<file path="src/rtl/secret_cyc_bank_if.sv">
// Control and observation bundle for secret_cyc_bank.
// The master drives start/ch_en/step_i; the slave (the bank) returns all counters and status.
interface secret_cyc_bank_if #(
  parameter int NUM_CH = 2,
  parameter int CW     = 32,
  parameter int STEP_W = 4
);
  logic                     start;
  logic [NUM_CH-1:0]        ch_en;
  logic [NUM_CH*STEP_W-1:0] step_i;
  logic [CW-1:0]            gcyc_o;
  logic [NUM_CH*CW-1:0]     cyc_o;
  logic [NUM_CH*CW-1:0]     field_o;
  logic [NUM_CH*CW-1:0]     field_r_o;
  logic [1:0]               state_o;
  logic                     finished_o;
  logic                     done_o;
  logic [NUM_CH-1:0]        ovf_o;

  modport master (
    output start, ch_en, step_i,
    input  gcyc_o, cyc_o, field_o, field_r_o, state_o, finished_o, done_o, ovf_o
  );

  modport slave (
    input  start, ch_en, step_i,
    output gcyc_o, cyc_o, field_o, field_r_o, state_o, finished_o, done_o, ovf_o
  );
endinterface

</file>
<file path="src/rtl/secret_cyc_bank.sv">
// Multi-channel cycle/accumulator bank with an IDLE/RUN/DONE run sequencer.
// Optional sticky wrap flags are built only when SECRET_CYC_BANK_OVF_EN is defined.
module secret_cyc_bank #(
  parameter int NUM_CH  = 2,
  parameter int CW      = 32,
  parameter int STEP_W  = 4,
  parameter int FIN_CYC = 90,
  parameter int END_CYC = 99
) (
  input  logic            clk,
  input  logic            rst_n,
  secret_cyc_bank_if.slave bus
);

  // start is a level request with no ready: it is honoured on any edge seen in
  // IDLE or DONE and ignored in RUN; ch_en/step_i only matter on RUN edges.

`ifdef SECRET_CYC_BANK_OVF_EN
  localparam int SUM_W = CW + 1;
`else
  localparam int SUM_W = CW;
`endif

  localparam logic [CW-1:0] FIN_V = CW'(FIN_CYC);
  localparam logic [CW-1:0] END_V = CW'(END_CYC);

  typedef enum logic [1:0] {
    ST_IDLE = 2'd0,
    ST_RUN  = 2'd1,
    ST_DONE = 2'd2
  } state_t;

  state_t        state_q;
  state_t        state_nxt;
  logic          clear_all;
  logic          advance;
  logic [CW-1:0] gcyc_q;
  logic [CW-1:0] gcyc_inc;
  logic          finished_q;
  logic          done_q;

  assign gcyc_inc = gcyc_q + CW'(1);

  always_ff @(posedge clk or negedge rst_n) begin
    if (!rst_n) begin
      state_q <= ST_IDLE;
    end else begin
      state_q <= state_nxt;
    end
  end

  always_comb begin
    state_nxt = state_q;
    clear_all = 1'b0;
    advance   = 1'b0;
    case (state_q)
      ST_IDLE: begin
        if (bus.start) begin
          state_nxt = ST_RUN;
          clear_all = 1'b1;
        end
      end
      ST_RUN: begin
        advance = 1'b1;
        if (gcyc_inc == END_V) begin
          state_nxt = ST_DONE;
        end
      end
      ST_DONE: begin
        // Restart rather than resume: every counter starts again from zero.
        if (bus.start) begin
          state_nxt = ST_RUN;
          clear_all = 1'b1;
        end
      end
      default: begin
        state_nxt = ST_IDLE;
      end
    endcase
  end

  always_ff @(posedge clk or negedge rst_n) begin
    if (!rst_n) begin
      gcyc_q     <= '0;
      finished_q <= 1'b0;
      done_q     <= 1'b0;
    end else begin
      finished_q <= advance && (gcyc_inc == FIN_V);
      done_q     <= (state_nxt == ST_DONE);
      if (clear_all) begin
        gcyc_q <= '0;
      end else if (advance) begin
        gcyc_q <= gcyc_inc;
      end
    end
  end

  assign bus.gcyc_o     = gcyc_q;
  assign bus.state_o    = state_q;
  assign bus.finished_o = finished_q;
  assign bus.done_o     = done_q;

  for (genvar k = 0; k < NUM_CH; k++) begin : g_ch
    logic [STEP_W-1:0] step_k;
    logic              adv_k;
    logic [CW-1:0]     cyc_q;
    logic [CW-1:0]     fld_q;
    logic [CW-1:0]     fldr_q;
    logic [SUM_W-1:0]  cyc_sum;
    logic [SUM_W-1:0]  fld_sum;
    logic [SUM_W-1:0]  fldr_sum;

    assign step_k   = bus.step_i[k*STEP_W +: STEP_W];
    assign adv_k    = advance & bus.ch_en[k];
    assign cyc_sum  = SUM_W'(cyc_q) + SUM_W'(step_k);
    assign fld_sum  = SUM_W'(fld_q) + SUM_W'(1'b1);
    assign fldr_sum = SUM_W'(fldr_q) + SUM_W'(2'd2);

    always_ff @(posedge clk or negedge rst_n) begin
      if (!rst_n) begin
        cyc_q  <= '0;
        fld_q  <= '0;
        fldr_q <= '0;
      end else if (clear_all) begin
        cyc_q  <= '0;
        fld_q  <= '0;
        fldr_q <= '0;
      end else if (adv_k) begin
        cyc_q  <= cyc_sum[CW-1:0];
        fld_q  <= fld_sum[CW-1:0];
        fldr_q <= fldr_sum[CW-1:0];
      end
    end

    assign bus.cyc_o[k*CW +: CW]     = cyc_q;
    assign bus.field_o[k*CW +: CW]   = fld_q;
    assign bus.field_r_o[k*CW +: CW] = fldr_q;

`ifdef SECRET_CYC_BANK_OVF_EN
    logic ovf_q;
    logic wrap_k;

    // Carry-out of any of the three adders marks the channel as having wrapped.
    assign wrap_k = cyc_sum[CW] | fld_sum[CW] | fldr_sum[CW];

    always_ff @(posedge clk or negedge rst_n) begin
      if (!rst_n) begin
        ovf_q <= 1'b0;
      end else if (clear_all) begin
        ovf_q <= 1'b0;
      end else if (adv_k && wrap_k) begin
        ovf_q <= 1'b1;
      end
    end

    assign bus.ovf_o[k] = ovf_q;
`endif
  end

`ifndef SECRET_CYC_BANK_OVF_EN
  assign bus.ovf_o = '0;
`endif

endmodule
</file>
<file path="src/flat_wrapper.sv">
// flat-port wrapper written by rule: the top's interface ports become plain ports
module secret_cyc_bank_flat 
#(
  parameter int NUM_CH  = 2,
  parameter int CW      = 32,
  parameter int STEP_W  = 4,
  parameter int FIN_CYC = 90,
  parameter int END_CYC = 99
)
  (clk, rst_n, bus_start, bus_ch_en, bus_step_i, bus_gcyc_o, bus_cyc_o, bus_field_o, bus_field_r_o, bus_state_o, bus_finished_o, bus_done_o, bus_ovf_o);
  secret_cyc_bank_if #(.NUM_CH(NUM_CH), .CW(CW), .STEP_W(STEP_W)) bus_i ();
  input  logic clk;
  input  logic rst_n;
  input wire logic [$bits(bus_i.start)-1:0] bus_start;
  input wire logic [$bits(bus_i.ch_en)-1:0] bus_ch_en;
  input wire logic [$bits(bus_i.step_i)-1:0] bus_step_i;
  output wire logic [$bits(bus_i.gcyc_o)-1:0] bus_gcyc_o;
  output wire logic [$bits(bus_i.cyc_o)-1:0] bus_cyc_o;
  output wire logic [$bits(bus_i.field_o)-1:0] bus_field_o;
  output wire logic [$bits(bus_i.field_r_o)-1:0] bus_field_r_o;
  output wire logic [$bits(bus_i.state_o)-1:0] bus_state_o;
  output wire logic [$bits(bus_i.finished_o)-1:0] bus_finished_o;
  output wire logic [$bits(bus_i.done_o)-1:0] bus_done_o;
  output wire logic [$bits(bus_i.ovf_o)-1:0] bus_ovf_o;
  assign bus_i.start = bus_start;
  assign bus_i.ch_en = bus_ch_en;
  assign bus_i.step_i = bus_step_i;
  assign bus_gcyc_o = bus_i.gcyc_o;
  assign bus_cyc_o = bus_i.cyc_o;
  assign bus_field_o = bus_i.field_o;
  assign bus_field_r_o = bus_i.field_r_o;
  assign bus_state_o = bus_i.state_o;
  assign bus_finished_o = bus_i.finished_o;
  assign bus_done_o = bus_i.done_o;
  assign bus_ovf_o = bus_i.ovf_o;
  secret_cyc_bank #(.NUM_CH(NUM_CH), .CW(CW), .STEP_W(STEP_W), .FIN_CYC(FIN_CYC), .END_CYC(END_CYC)) u_core (.clk(clk), .rst_n(rst_n), .bus(bus_i));
endmodule
</file>
<file path="config.mk">
export PLATFORM = sky130hd
export DESIGN_NAME = secret_cyc_bank_flat
export DESIGN_NICKNAME = d
export VERILOG_FILES = /design/src/rtl/secret_cyc_bank_if.sv /design/src/rtl/secret_cyc_bank.sv /design/src/flat_wrapper.sv
export SDC_FILE = /design/constraint.sdc
export NUM_CORES = 1
export LEC_CHECK = 0
export ABC_AREA = 0
export BUFFER_PORTS_ARGS = -buffer_cell sky130_fd_sc_hd__buf_2
export CAP_MARGIN = 20
export CORE_AREA = 2 2 150 152
export CTS_BUF_LIST = sky130_fd_sc_hd__clkbuf_2 sky130_fd_sc_hd__clkbuf_4 sky130_fd_sc_hd__clkbuf_8
export CTS_CLUSTER_DIAMETER = 40
export DETAILED_ROUTE_END_ITERATION = 6
export DIE_AREA = 0 0 152 154
export PLACE_DENSITY = 0.79
export SYNTH_ARGS = -nofsm -noshare
export SYNTH_HDL_FRONTEND = slang
export SYNTH_SLANG_ARGS = --single-unit
</file>
<file path="constraint.sdc">
create_clock -name clk -period 4.3 [get_ports clk]
set_input_delay 0.43 -clock clk [delete_from_list [all_inputs] [get_ports clk]]
set_output_delay 0.43 -clock clk [all_outputs]
set_load 0.01 [all_outputs]
</file>
==> impl_metrics.yaml, run 1 <==
cts:
  tritoncts: "done"
  cts_hold_buf: 0
  clk_pin_slew_ns: 0.06
  cts_buffers: 43
  cts_resized: 0
  htree_levels: 2
  cts_root_buf: "clkbuf_8"
  worstSkewPairLatency_ns: 0.55
  clock-sinks: 226
  cts_setup_buffers: 0
  cts_max_path_buffers: 3
power:
  p_total_w: 0.00588
  power_frac_seq_pct: 43.5
  clkPwrFrac_pct: 41.9
  power.leakage_nw: 6.95
  p_switching_w: 0.00170
  pwr_density_cell_nw_per_um2: 414
  p_int_w: 0.00418
  p_comb_share_pct: 14.5
  peakVddDrop_uv: 265
  p_sw_share_pct: 29.0
route:
  avgRoutedWirePerCell_um: 16.8
  drc: 0
  ant_nets: 0
  via_count: 10404
  wl_um: 30500
  drt_first_pass_iters: 5
  detail_route.iter0.violations: 731
  via_per_inst: 5.74
finish:
  nFillCells: 1744
  fin_nets: 1530
  register_area_um2: 5660
  final_util_pct: 65.5
  area_growth_pct: 21.0
  num_antenna_cells: 0
  drive_above_1_share_pct: 23.0
  multi_input_area_um2: 5790
synth:
  avgSynthCellArea_um2: 9.33
  syn_area_um2: 11700
  synth_commonest_cells: "dfrtp_1 (226), nor2_1 (202), nand2_1 (109), xor2_1 (108), nand3_1 (76)"
  syn_inst: 1258
  postSynth.asyncResetShare_pct: 100
  ys_ff_latch: 226
  synth_area_leaders: "dfrtp_1 (48%), xor2_1 (8.1%), nor2_1 (6.5%)"
  synth_top_area_share_pct: 48.2
  synth.yosys.seq_area_share_pct: 48.2
  yosysTopAreaCell: "dfrtp_1"
  synth_ff_type: "dfrtp_1"
  yosys_warnings: 0
  synth_edf_count: 0
  yosysUniqueCellTypes: 59
  synth_most_common_cell: "dfrtp_1"
die:
  pin_count: 243
  design.core.area_um2: 21700
  initial_core_util_pct: 54.1
  die_x_um: 152
  die_height_um: 154
  die_area_um2: 23400
  num_rows: 54
timing:
  period_share_pct: 76.0
  hold_viol: 31
  setup_tns_ns: 0
  slew_headroom_pct: 28.9
  max_freq_mhz: 306
  skew_ns: 0.0199
  hold_slack_ns: -0.0526
  setup_viol_count_final: 0
  rsz0062_at_grt: "false"
  tightest_slew_ns: 1.04
  period_needed_ns: 3.27
  drv_slew: 0
worst_setup_path:
  crit_buf_inv: 1
  slowest_stage: "nor4_1"
  worst-endpoint-arrival_ns: 3.74
  cp_max_fo: 41
  r2r_slack_ns: 1.03
  crit_family: "simple AND/OR/NAND/NOR gates"
  crit_path_cell_trace: "and2b_4 > buf_4 > o211ai_1 > nor4_1 > nand4_1 > or3_1 > a21oi_1"
  path_class: "flip-flop to flip-flop"
  max_stage_delay_ns: 0.66
  cp-start-kind: "flip-flop"
  worstSetupEndpointType: "flip-flop"
  required_ns: 4.77
run:
  timing.max_cap.violations: 0
global_route:
  grtUsageTotal_pct: 25.5
  grt_max_degree: 118
  grt_pass1_wl_um: 50200
  grt_pass1_vias: 10063
  antenna_found_initial: 1
  grt_overflow_total: 0
placed_design:
  port_buffers: 238
  dp_hpwl_um: 21000
  gp_congestion: 0.928
hold_path:
  hold_path.class: "input pin to async pin"
run_status:
  violations: "hold timing"
  outcome: "complete, but fails checks"
-- worst register-to-register path: cells and delay by family, from the launching register on --
| kind | cells | cell delay [ns] |
|---|---|---|
| AND/OR/NAND/NOR | 4 | 1.97 |
| AO/OA/AOI/OAI | 2 | 0.36 |
| buffers and inverters | 1 | 0.40 |
| flip-flops | 1 | 0.46 |
-- sequential cells by signal (all words and copies together), names as in the netlist --
| register | count |
|---|---|
| u_core.g_ch.cyc_q | 64 |
| u_core.g_ch.fld_q | 64 |
| u_core.g_ch.fldr_q | 62 |
| u_core.bus.gcyc_o | 32 |
| u_core.bus.state_o | 2 |
| u_core.bus.done_o | 1 |
| u_core.bus.finished_o | 1 |
-- area by class of cell --
class,instances,share of cell area [%]
Multi-Input combinational cell,962,40.8
Sequential cell,226,39.8
Timing Repair Buffer,250,9.23
Clock buffer,66,6.00
Tap cell,280,2.47
Clock inverter,13,1.26
Inverter,17,0.449
-- per-stage QoR --
step / worst slack (ns) / instance area [um^2] / cells
after global placement: 1.16 / 13200 / 1734
after CTS: 1.02 / 14200 / 1813
after detailed placement: 1.02 / 13200 / 1734
after floorplan: 1.54 / 11800 / 1261
after global routing: 0.595 / 14200 / 1814
final: 1.03 / 14200 / 1814
-- cells by family after synthesis --
| kind of cell | count (synthesis) | share of synthesized area (%) |
|---|---|---|
| and+or+nand+nor | 595 | 25.4 |
| DFF | 226 | 48.2 |
| AOI/OAI and AO/OA | 177 | 9.21 |
| xor gates and xnor gates | 169 | 12.6 |
| buffers and inverters | 73 | 2.60 |
| adders and majority gates | 17 | 1.94 |
| other | 1 | 0.0319 |
-- cell usage in the layout, fill, tap and decap left out, types with 4 or more instances in the layout --
cell / n
and4_1: 21
o2111ai_1: 5
xnor2_1: 61
bufinv_16: 4
clkbuf_8: 57
buf_4: 10
nand2_1: 109
clkinv_2: 5
xor2_1: 108
o31ai_1: 10
nor3b_1: 6
nand4_1: 46
and2_1: 10
a21o_1: 8
or4_1: 5
o21ai_0: 75
and3_1: 30
or2_2: 5
dfrtp_1: 226
clkbuf_4: 9
nand3_1: 76
buf_2: 237
conb_1: 4
nor4_1: 13
or3_1: 31
inv_1: 16
a31oi_1: 8
o41ai_1: 4
a21oi_1: 39
ha_1: 15
nor2_1: 201
nor2b_1: 5
a22o_1: 9
nor3_1: 16
-- path summary, 6_finish.rpt --
path                                                          start                                     to  cells after the start
worst max-delay path                u_core.bus.state_o[0]$_DFF_PN0_  u_core.g_ch[1].fldr_q[26]$_DFFE_PN0P_                      7
worst min-delay path                                          rst_n   u_core.g_ch[1].cyc_q[11]$_DFFE_PN0P_                      1
worst max register to register      u_core.bus.state_o[0]$_DFF_PN0_  u_core.g_ch[1].fldr_q[26]$_DFFE_PN0P_                      7
worst min register to register  u_core.g_ch[1].cyc_q[2]$_DFFE_PN0P_    u_core.g_ch[1].cyc_q[2]$_DFFE_PN0P_                      2
max in group asynchronous                                     rst_n   u_core.g_ch[1].fld_q[31]$_DFFE_PN0P_                      2
min in group clk                                          bus_start            u_core.bus.done_o$_DFF_PN0_                      3
-- power groups by stage --
| stage | sequential [W] | combinational (W) | clock (W) |
|---|---|---|---|
| global route | 0.00259 | 0.000946 | 0.00260 |
| floorplan | 0.00262 | 0.000405 | 0 |
| detailed placement | 0.00259 | 0.000860 | 0 |
| global placement | 0.00258 | 0.000835 | 0 |
| CTS | 0.00255 | 0.000866 | 0.00251 |
| finish | 0.00256 | 0.000855 | 0.00247 |
-- metal layers --
| metal | part of all wire (%) | vias to the layer above | GRT usage, % |
|---|---|---|---|
| met4 | 2.5 | 2 | 8.19 |
| met1 | 44 | 5089 | 34.6 |
| met5 | 0.043 | - | 0 |
| met3 | 7.3 | 71 | 6.29 |
| met2 | 46 | 368 | 40.7 |
| li1 | - | 4874 | - |
No activity file was read; power rests on OpenSTA's default activity.
==> inputs of run 2 (changes only) <==
--- a/config.mk
+++ b/config.mk
@@ -5,14 +5,14 @@
 export SDC_FILE = /design/constraint.sdc
 export NUM_CORES = 1
 export LEC_CHECK = 0
-export ABC_AREA = 0
+export ABC_AREA = 1
 export BUFFER_PORTS_ARGS = -buffer_cell sky130_fd_sc_hd__buf_2
 export CAP_MARGIN = 20
-export CORE_AREA = 2 2 150 152
+export CORE_AREA = 2 2 162 164
 export CTS_BUF_LIST = sky130_fd_sc_hd__clkbuf_2 sky130_fd_sc_hd__clkbuf_4 sky130_fd_sc_hd__clkbuf_8
 export CTS_CLUSTER_DIAMETER = 40
 export DETAILED_ROUTE_END_ITERATION = 6
-export DIE_AREA = 0 0 152 154
+export DIE_AREA = 0 0 164 166
 export PLACE_DENSITY = 0.79
 export SYNTH_ARGS = -nofsm -noshare
 export SYNTH_HDL_FRONTEND = slang
==> constraint.sdc (replaced) <==
create_clock -name clk -period 2.8 [get_ports clk]
set_input_delay 0.28 -clock clk [delete_from_list [all_inputs] [get_ports clk]]
set_output_delay 0.28 -clock clk [all_outputs]
set_load 0.01 [all_outputs]
==> run 2 against run 1 <==
  * The run now ends clean
  * Critical path type unchanged
  * Non-clock buffer count up 2
  * Total power up 97%
  * Sequential share of layout area decreased by 4.6 points
==> impl_metrics.yaml, run 2 <==
power:
  pwr_density_cell_nw_per_um2: 724
  power.leakage_nw: 7.92
  p_total_w: 0.0116
  peakVddDrop_uv: 617
synth:
  yosysTopAreaCell: "dfrtp_1"
  synthSimpleGateAreaFrac_pct: 34.4
  synth.yosys.seq_area_share_pct: 42.3
  synth_fa_ha_area_share_pct: 1.70
  synth_edf_count: 0
  postSynth.asyncResetShare_pct: 100
  avgSynthCellArea_um2: 7.22
  ys_ff_latch: 226
  syn_area_um2: 13400
  synth_top_family_by_area: "simple AND/OR/NAND/NOR gates"
  syn_inst: 1853
  muxShareOfSynthArea_pct: 0
  synth_most_common_cell: "nand2_1"
  synth_compound_area_share_pct: 12.0
  synth_ff_type: "dfrtp_1"
  yosys_warnings: 0
  synth_xor_area_share_pct: 1.64
  yosysUniqueCellTypes: 47
  synth_commonest_cells: "nand2_1 (445), nor2_1 (236), inv_1 (233), dfrtp_1 (226), o21ai_0 (110)"
  synth_top_area_share_pct: 42.3
  synth_area_leaders: "dfrtp_1 (42%), nand2_1 (12%), nor2_1 (6.6%)"
die:
  design.core.area_um2: 25600
  initial_core_util_pct: 52.3
  die_area_um2: 27200
  die_height_um: 166
  die_x_um: 164
  pin_count: 243
  num_rows: 59
global_route:
  grtUsageTotal_pct: 28.9
  grt_pass1_vias: 12898
  antenna_found_initial: 0
  grt_overflow_total: 0
  grt_pass1_wl_um: 64500
  grt_max_degree: 101
finish:
  final_common_cell: "nand2_1"
  largest_registers: "u_core.g_ch.cyc_q: 64 flops, u_core.g_ch.fld_q: 64 flops, u_core.g_ch.fldr_q: 62 flops"
  fin_cells: 2482
  area_growth_pct: 19.9
  final_cell_mix: "nand2_1 (445), buf_2 (237), nor2_1 (235)"
  num_antenna_cells: 0
  drive_above_1_share_pct: 18.8
  fin_nets: 2143
route:
  avgRoutedWirePerCell_um: 15.9
  drc: 0
  wl_um: 39400
  drt_first_pass_iters: 7
  ant_nets: 0
  via_per_inst: 5.56
  via_count: 13800
  detail_route.iter0.violations: 1457
cts:
  cts_root_buf: "clkbuf_8"
  clk_pin_slew_ns: 0.06
  cts_max_path_buffers: 3
  worstSkewPairLatency_ns: 0.55
  tritoncts: "done"
  cts_setup_buffers: 0
  clock-sinks: 226
  cts_buffers: 44
  htree_levels: 2
  cts_resized: 0
worst_setup_path:
  cp-start-kind: "flip-flop"
  required_ns: 3.22
  worstSetupEndpointType: "flip-flop"
  path_class: "flip-flop to flip-flop"
  worst-endpoint-arrival_ns: 2.74
  cp_max_fo: 5
placed_design:
  port_buffers: 238
  numPlacedInstances: 2401
  gp_congestion: 0.951
  dp_hpwl_um: 28400
timing:
  period_needed_ns: 2.33
  setup_viol_count_final: 0
  hold_viol: 0
  period_share_pct: 83.1
  skew_ns: 0.0208
  max_freq_mhz: 430
  tightest_slew_ns: 0.964
  slew_headroom_pct: 35.7
  drv_slew: 0
  rsz0062_at_grt: "false"
  setup_tns_ns: 0
run_status:
  outcome: "finished, final reports clean"
hold_path:
  hold_path.class: "input pin to flip-flop"
run:
  timing.max_cap.violations: 0
-- run 2: changes by cell type after synthesis, sizes merged, moves of 41 or more --
| cell | change |
|---|---|
| o21ai | +41 |
| nor2 | +62 |
| a21oi | +70 |
| nand2 | +358 |
| xor2 | -88 |
| xnor2 | -56 |
| inv | +222 |
| nor3 | +76 |
-- run 2: stage by stage --
stage | setup WS, ns | hold slack (ns) | utilization, % | area, um^2
final | 0.474 | 0.107 | 62.6 | 16000
after global routing | 0.172 | 0.0936 | 62.6 | 16000
after CTS | 0.481 | 0.0756 | 62.6 | 16000
after detailed placement | 0.567 | 0.388 | 58.5 | 15000
after global placement | 0.612 | 0.384 | 58.5 | 15000
after floorplan | 0.772 | -0.0156 | - | 13400
-- run 2: kinds of logic (layout without fill, tap and decap cells) --
logic type,Yosys count,count (layout)
other,1,4
buffers and inverters,279,570
adder cells (fa/ha/maj),17,17
XOR/XNOR,25,25
AO/OA/AOI/OAI,287,287
flip-flops,226,226
AND/OR/NAND/NOR,1018,1018
-- run 2: routing by layer --
layer	share of wire, %	global-route usage [%]	vias to the layer above
met2	46	45.5	602
li1	-	-	6612
met1	41	38.9	6492
met3	9.7	7.22	94
met4	3.0	9.95	0
met5	0	0	-
-- run 2: final timing paths --
path | slack [ns] | from | to | cells after the start
max in group asynchronous | 1.60 | rst_n | u_core.bus.gcyc_o[0]$_DFFE_PN0P_ | 3
min | 0.11 | bus_ch_en[0] | u_core.g_ch[0].cyc_q[3]$_DFFE_PN0P_ | 3
max reg2reg | 0.47 | u_core.g_ch[0].cyc_q[0]$_DFFE_PN0P_ | u_core.g_ch[0].cyc_q[14]$_DFFE_PN0P_ | 13
min in group asynchronous | 0.39 | rst_n | u_core.g_ch[0].fld_q[14]$_DFFE_PN0P_ | 2
max | 0.47 | u_core.g_ch[0].cyc_q[0]$_DFFE_PN0P_ | u_core.g_ch[0].cyc_q[14]$_DFFE_PN0P_ | 13
min reg2reg | 0.49 | u_core.g_ch[0].cyc_q[31]$_DFFE_PN0P_ | u_core.g_ch[0].cyc_q[31]$_DFFE_PN0P_ | 1
-- run 2: final cells by class --
cell class | instances | area [um^2]
Clock inverter | 11 | 169
Fill cell | 2287 | 9570
Timing Repair Buffer | 252 | 1330
Clock buffer | 69 | 893
Multi-Input combinational cell | 1351 | 6680
Inverter | 238 | 895
Tap cell | 335 | 419
Sequential cell | 226 | 5660
-- run 2: timing repair --
action                                  4_1_cts  5_1_grt
endpoints found under the setup margin        0        0
endpoints found under the hold margin        94        0
hold buffers                                  1        0
-- run 2: power breakdown --
part	internal, W	total (W)	switching (W)	leakage, nW
sequential	0.00382	0.00462	0.000798	3.05
combinational	0.00110	0.00311	0.00200	4.32
clock	0.00240	0.00389	0.00149	0.542
total	0.00732	0.0116	0.00429	7.92
-- run 2: worst max-delay path, stage by stage (launching register included) --
cell and delay [ns]:
dfrtp_1 0.36, ha_1 0.19, fa_1 0.27, a21oi_1 0.09
o21ai_1 0.33, nand2_1 0.12, inv_2 0.10, nand2_1 0.12
nor2_1 0.18, nand2_1 0.07, inv_1 0.07, nand2_1 0.08
o21ai_0 0.16, a21oi_1 0.06
==> inputs of run 3 (changes only) <==
--- a/config.mk
+++ b/config.mk
@@ -8,12 +8,12 @@
 export ABC_AREA = 1
 export BUFFER_PORTS_ARGS = -buffer_cell sky130_fd_sc_hd__buf_2
 export CAP_MARGIN = 20
-export CORE_AREA = 2 2 162 164
+export CORE_AREA = 2 2 160 162
 export CTS_BUF_LIST = sky130_fd_sc_hd__clkbuf_2 sky130_fd_sc_hd__clkbuf_4 sky130_fd_sc_hd__clkbuf_8
 export CTS_CLUSTER_DIAMETER = 40
 export DETAILED_ROUTE_END_ITERATION = 6
-export DIE_AREA = 0 0 164 166
-export PLACE_DENSITY = 0.79
+export DIE_AREA = 0 0 162 164
+export PLACE_DENSITY = 0.78
 export SYNTH_ARGS = -nofsm -noshare
 export SYNTH_HDL_FRONTEND = slang
 export SYNTH_SLANG_ARGS = --single-unit
==> constraint.sdc (replaced) <==
create_clock -name clk -period 2.2 [get_ports clk]
set_input_delay 0.22 -clock clk [delete_from_list [all_inputs] [get_ports clk]]
set_output_delay 0.22 -clock clk [all_outputs]
set_load 0.01 [all_outputs]
==> run 3 against run 2 <==
  * Worst hold slack worse by 0.085 ns
  * Clock power rose by 15%
  * Routed wire length rose by 0.34%
  * Critical path depth up 2
  * Register-to-register slack worse by 0.44 ns
  * Sequential cell count did not move
  * Sequential share of layout area decreased by 1.1 points
  * Critical path type unchanged
==> impl_metrics.yaml, run 3 (same netlist as run 2, synthesis figures left out) <==
worst_setup_path:
  worst-endpoint-arrival_ns: 2.65
  cp_max_fo: 5
  crit_path_cell_trace: "inv_2 > nor2_4 > nand2_4 > nand2_4 > buf_12 > nand2_2 > nor2_4 > nand2_2 > nor2_4 > nand3_2 > nor2_4 > nand2_1 > nand2_1 > nand2_1 > nor2_1"
  reg2reg_depth: 15
  cp-start-kind: "flip-flop"
  regToRegEndpoint: "u_core.g_ch[0].fld_q[24]$_DFFE_PN0P_"
  crit_buf_inv: 2
  crit_family: "simple AND/OR/NAND/NOR gates"
  slowest_stage: "dfrtp_1"
  max_stage_delay_ns: 0.41
  required_ns: 2.68
  path_common_cell: "nor2_4"
  path_class: "flip-flop to flip-flop"
  worstSetupEndpointType: "flip-flop"
  worstReg2RegStart: "u_core.bus.state_o[0]$_DFF_PN0_"
  r2r_slack_ns: 0.03
placed_design:
  place_area_um2: 15200
  dp_hpwl_um: 28500
  numPlacedInstances: 2422
  port_buffers: 238
  gp_congestion: 1.00
die:
  pin_count: 243
  die_height_um: 164
  initial_core_util_pct: 53.9
  die_x_um: 162
  design.core.area_um2: 24800
  die_area_um2: 26600
  num_rows: 58
route:
  detail_route.iter0.violations: 1379
  wl_um: 39600
  via_per_inst: 5.55
  via_count: 13993
  avgRoutedWirePerCell_um: 15.7
  ant_nets: 0
  drc: 0
  drt_first_pass_iters: 6
timing:
  rsz0062_at_grt: "true"
  tightest_slew_ns: 0.958
  slew_headroom_pct: 36.1
  hold_viol: 0
  setup_viol_count_final: 0
  hold_slack_ns: 0.0218
  max_freq_mhz: 461
  drv_slew: 0
  skew_ns: 0.0425
  period_needed_ns: 2.17
  period_share_pct: 98.6
finish:
  fin_cells: 2521
  nFillCells: 2136
  largest_registers: "u_core.g_ch.cyc_q: 64 flops, u_core.g_ch.fld_q: 64 flops, u_core.g_ch.fldr_q: 62 flops"
  fin_nets: 2188
  area_growth_pct: 23.8
  num_antenna_cells: 0
  drive_above_1_share_pct: 22.6
  final_common_cell: "nand2_1"
  fin_area_um2: 16600
  final_util_pct: 66.8
  final_cell_mix: "nand2_1 (438), buf_2 (237), inv_1 (232)"
hold_path:
  hp-start: "bus_start"
  hold_path.class: "input pin to flip-flop"
  holdPathStages: 4
  hold_end: "u_core.bus.done_o$_DFF_PN0_"
cts:
  tritoncts: "done"
  cts_root_buf: "clkbuf_8"
  clock-sinks: 226
  cts_buffers: 44
  htree_levels: 2
  worstSkewPairLatency_ns: 0.56
  clk_pin_slew_ns: 0.06
  cts_max_path_buffers: 3
run:
  timing.max_cap.violations: 0
global_route:
  met2_usage_pct: 46.0
  grt_busiest_layer: "met2"
  met1_usage_pct: 38.3
  grtUsageTotal_pct: 28.9
  grt_pass1_vias: 12859
  grt_overflow_total: 0
  use_met3_pct: 5.98
  grt_max_degree: 74
  grt_pass1_wl_um: 62700
  antenna_found_initial: 0
power:
  power.leakage_nw: 8.14
  pwr_density_cell_nw_per_um2: 887
  peakVddDrop_uv: 665
run_status:
  outcome: "finished, final reports clean"
[run 3: cell count changes in the layout (fill, tap and decap cells not counted), sizes merged]
| cell | previous run | this run |
|---|---|---|
| clkbuf | 69 | 67 |
| dlygate4sd3 | 1 | 3 |
| bufinv | 4 | 2 |
| clkinvlp | 4 | 3 |
| clkinv | 4 | 6 |
| inv | 237 | 239 |
| nor2 | 264 | 265 |
| buf | 251 | 292 |
| nand2 | 467 | 468 |
[run 3: worst reg2reg max path: stages, from the launching register on]
cell and delay [ns]:
dfrtp_1 0.41, inv_2 0.07, nor2_4 0.25, nand2_4 0.11, nand2_4 0.14, buf_12 0.12
nand2_2 0.05, nor2_4 0.12, nand2_2 0.09, nor2_4 0.17, nand3_2 0.13, nor2_4 0.14
nand2_1 0.08, nand2_1 0.07, nand2_1 0.05, nor2_1 0.08
[run 3: area by class of cell]
class,count,area [um^2],share of cell area (%)
clock buffers,67,810,4.89
clock inverters,12,125,0.755
inverters,238,895,5.40
multi-input cells,1353,6950,41.9
flip-flops and latches,226,5660,34.2
well taps,330,413,2.49
repair buffers,295,1720,10.4
[run 3: worst max path at each step]
| stage | to | cells past startpoint | startpoint | slack [ns] |
|---|---|---|---|---|
| after floorplan | u_core.g_ch[0].cyc_q[18]$_DFFE_PN0P_ | 14 | u_core.g_ch[0].cyc_q[0]$_DFFE_PN0P_ | 0.17 |
| after global placement | u_core.bus.state_o[0]$_DFF_PN0_ | 13 | u_core.bus.gcyc_o[0]$_DFFE_PN0P_ | 0.11 |
| after detailed placement | u_core.g_ch[1].cyc_q[21]$_DFFE_PN0P_ | 11 | u_core.g_ch[1].cyc_q[2]$_DFFE_PN0P_ | 0.07 |
| after CTS | u_core.g_ch[1].cyc_q[21]$_DFFE_PN0P_ | 11 | u_core.g_ch[1].cyc_q[2]$_DFFE_PN0P_ | 0.04 |
| after global routing | u_core.g_ch[0].fld_q[24]$_DFFE_PN0P_ | 15 | u_core.bus.state_o[0]$_DFF_PN0_ | -0.05 |
| final | u_core.g_ch[0].fld_q[24]$_DFFE_PN0P_ | 15 | u_core.bus.state_o[0]$_DFF_PN0_ | 0.03 |
[run 3: repair_timing]
action                     CTS  global route
hold buffers                 3             0
gates resized for setup      0            70
setup endpoints to repair    0            62
hold endpoints to repair    58             0
setup buffers                0            15
[run 3: per-layer routing]
layer	routed length (um)	part of all wire, %	vias to the layer above
met3	3120	7.9	118
met1	16900	43	6536
li1	-	-	6719
met2	17900	45	620
met4	1620	4.1	0
met5	0	0	-
[run 3: power by group]
group          internal [W]  switching [W]  leakage (nW)  total [W]
logic               0.00167        0.00271          4.60    0.00438
clock network       0.00260        0.00187         0.492    0.00447
registers           0.00487       0.000976          3.05    0.00584
[run 3: per-stage QoR]
step / TNS [ns] / power, W / worst slack (ns)
global route: -0.245 / 0.0156 / -0.0520
detailed placement: 0 / 0.00994 / 0.0670
global placement: 0 / 0.00982 / 0.108
floorplan: 0 / 0.00814 / 0.172
CTS: 0 / 0.0144 / 0.0430
finish: 0 / 0.0147 / 0.0311
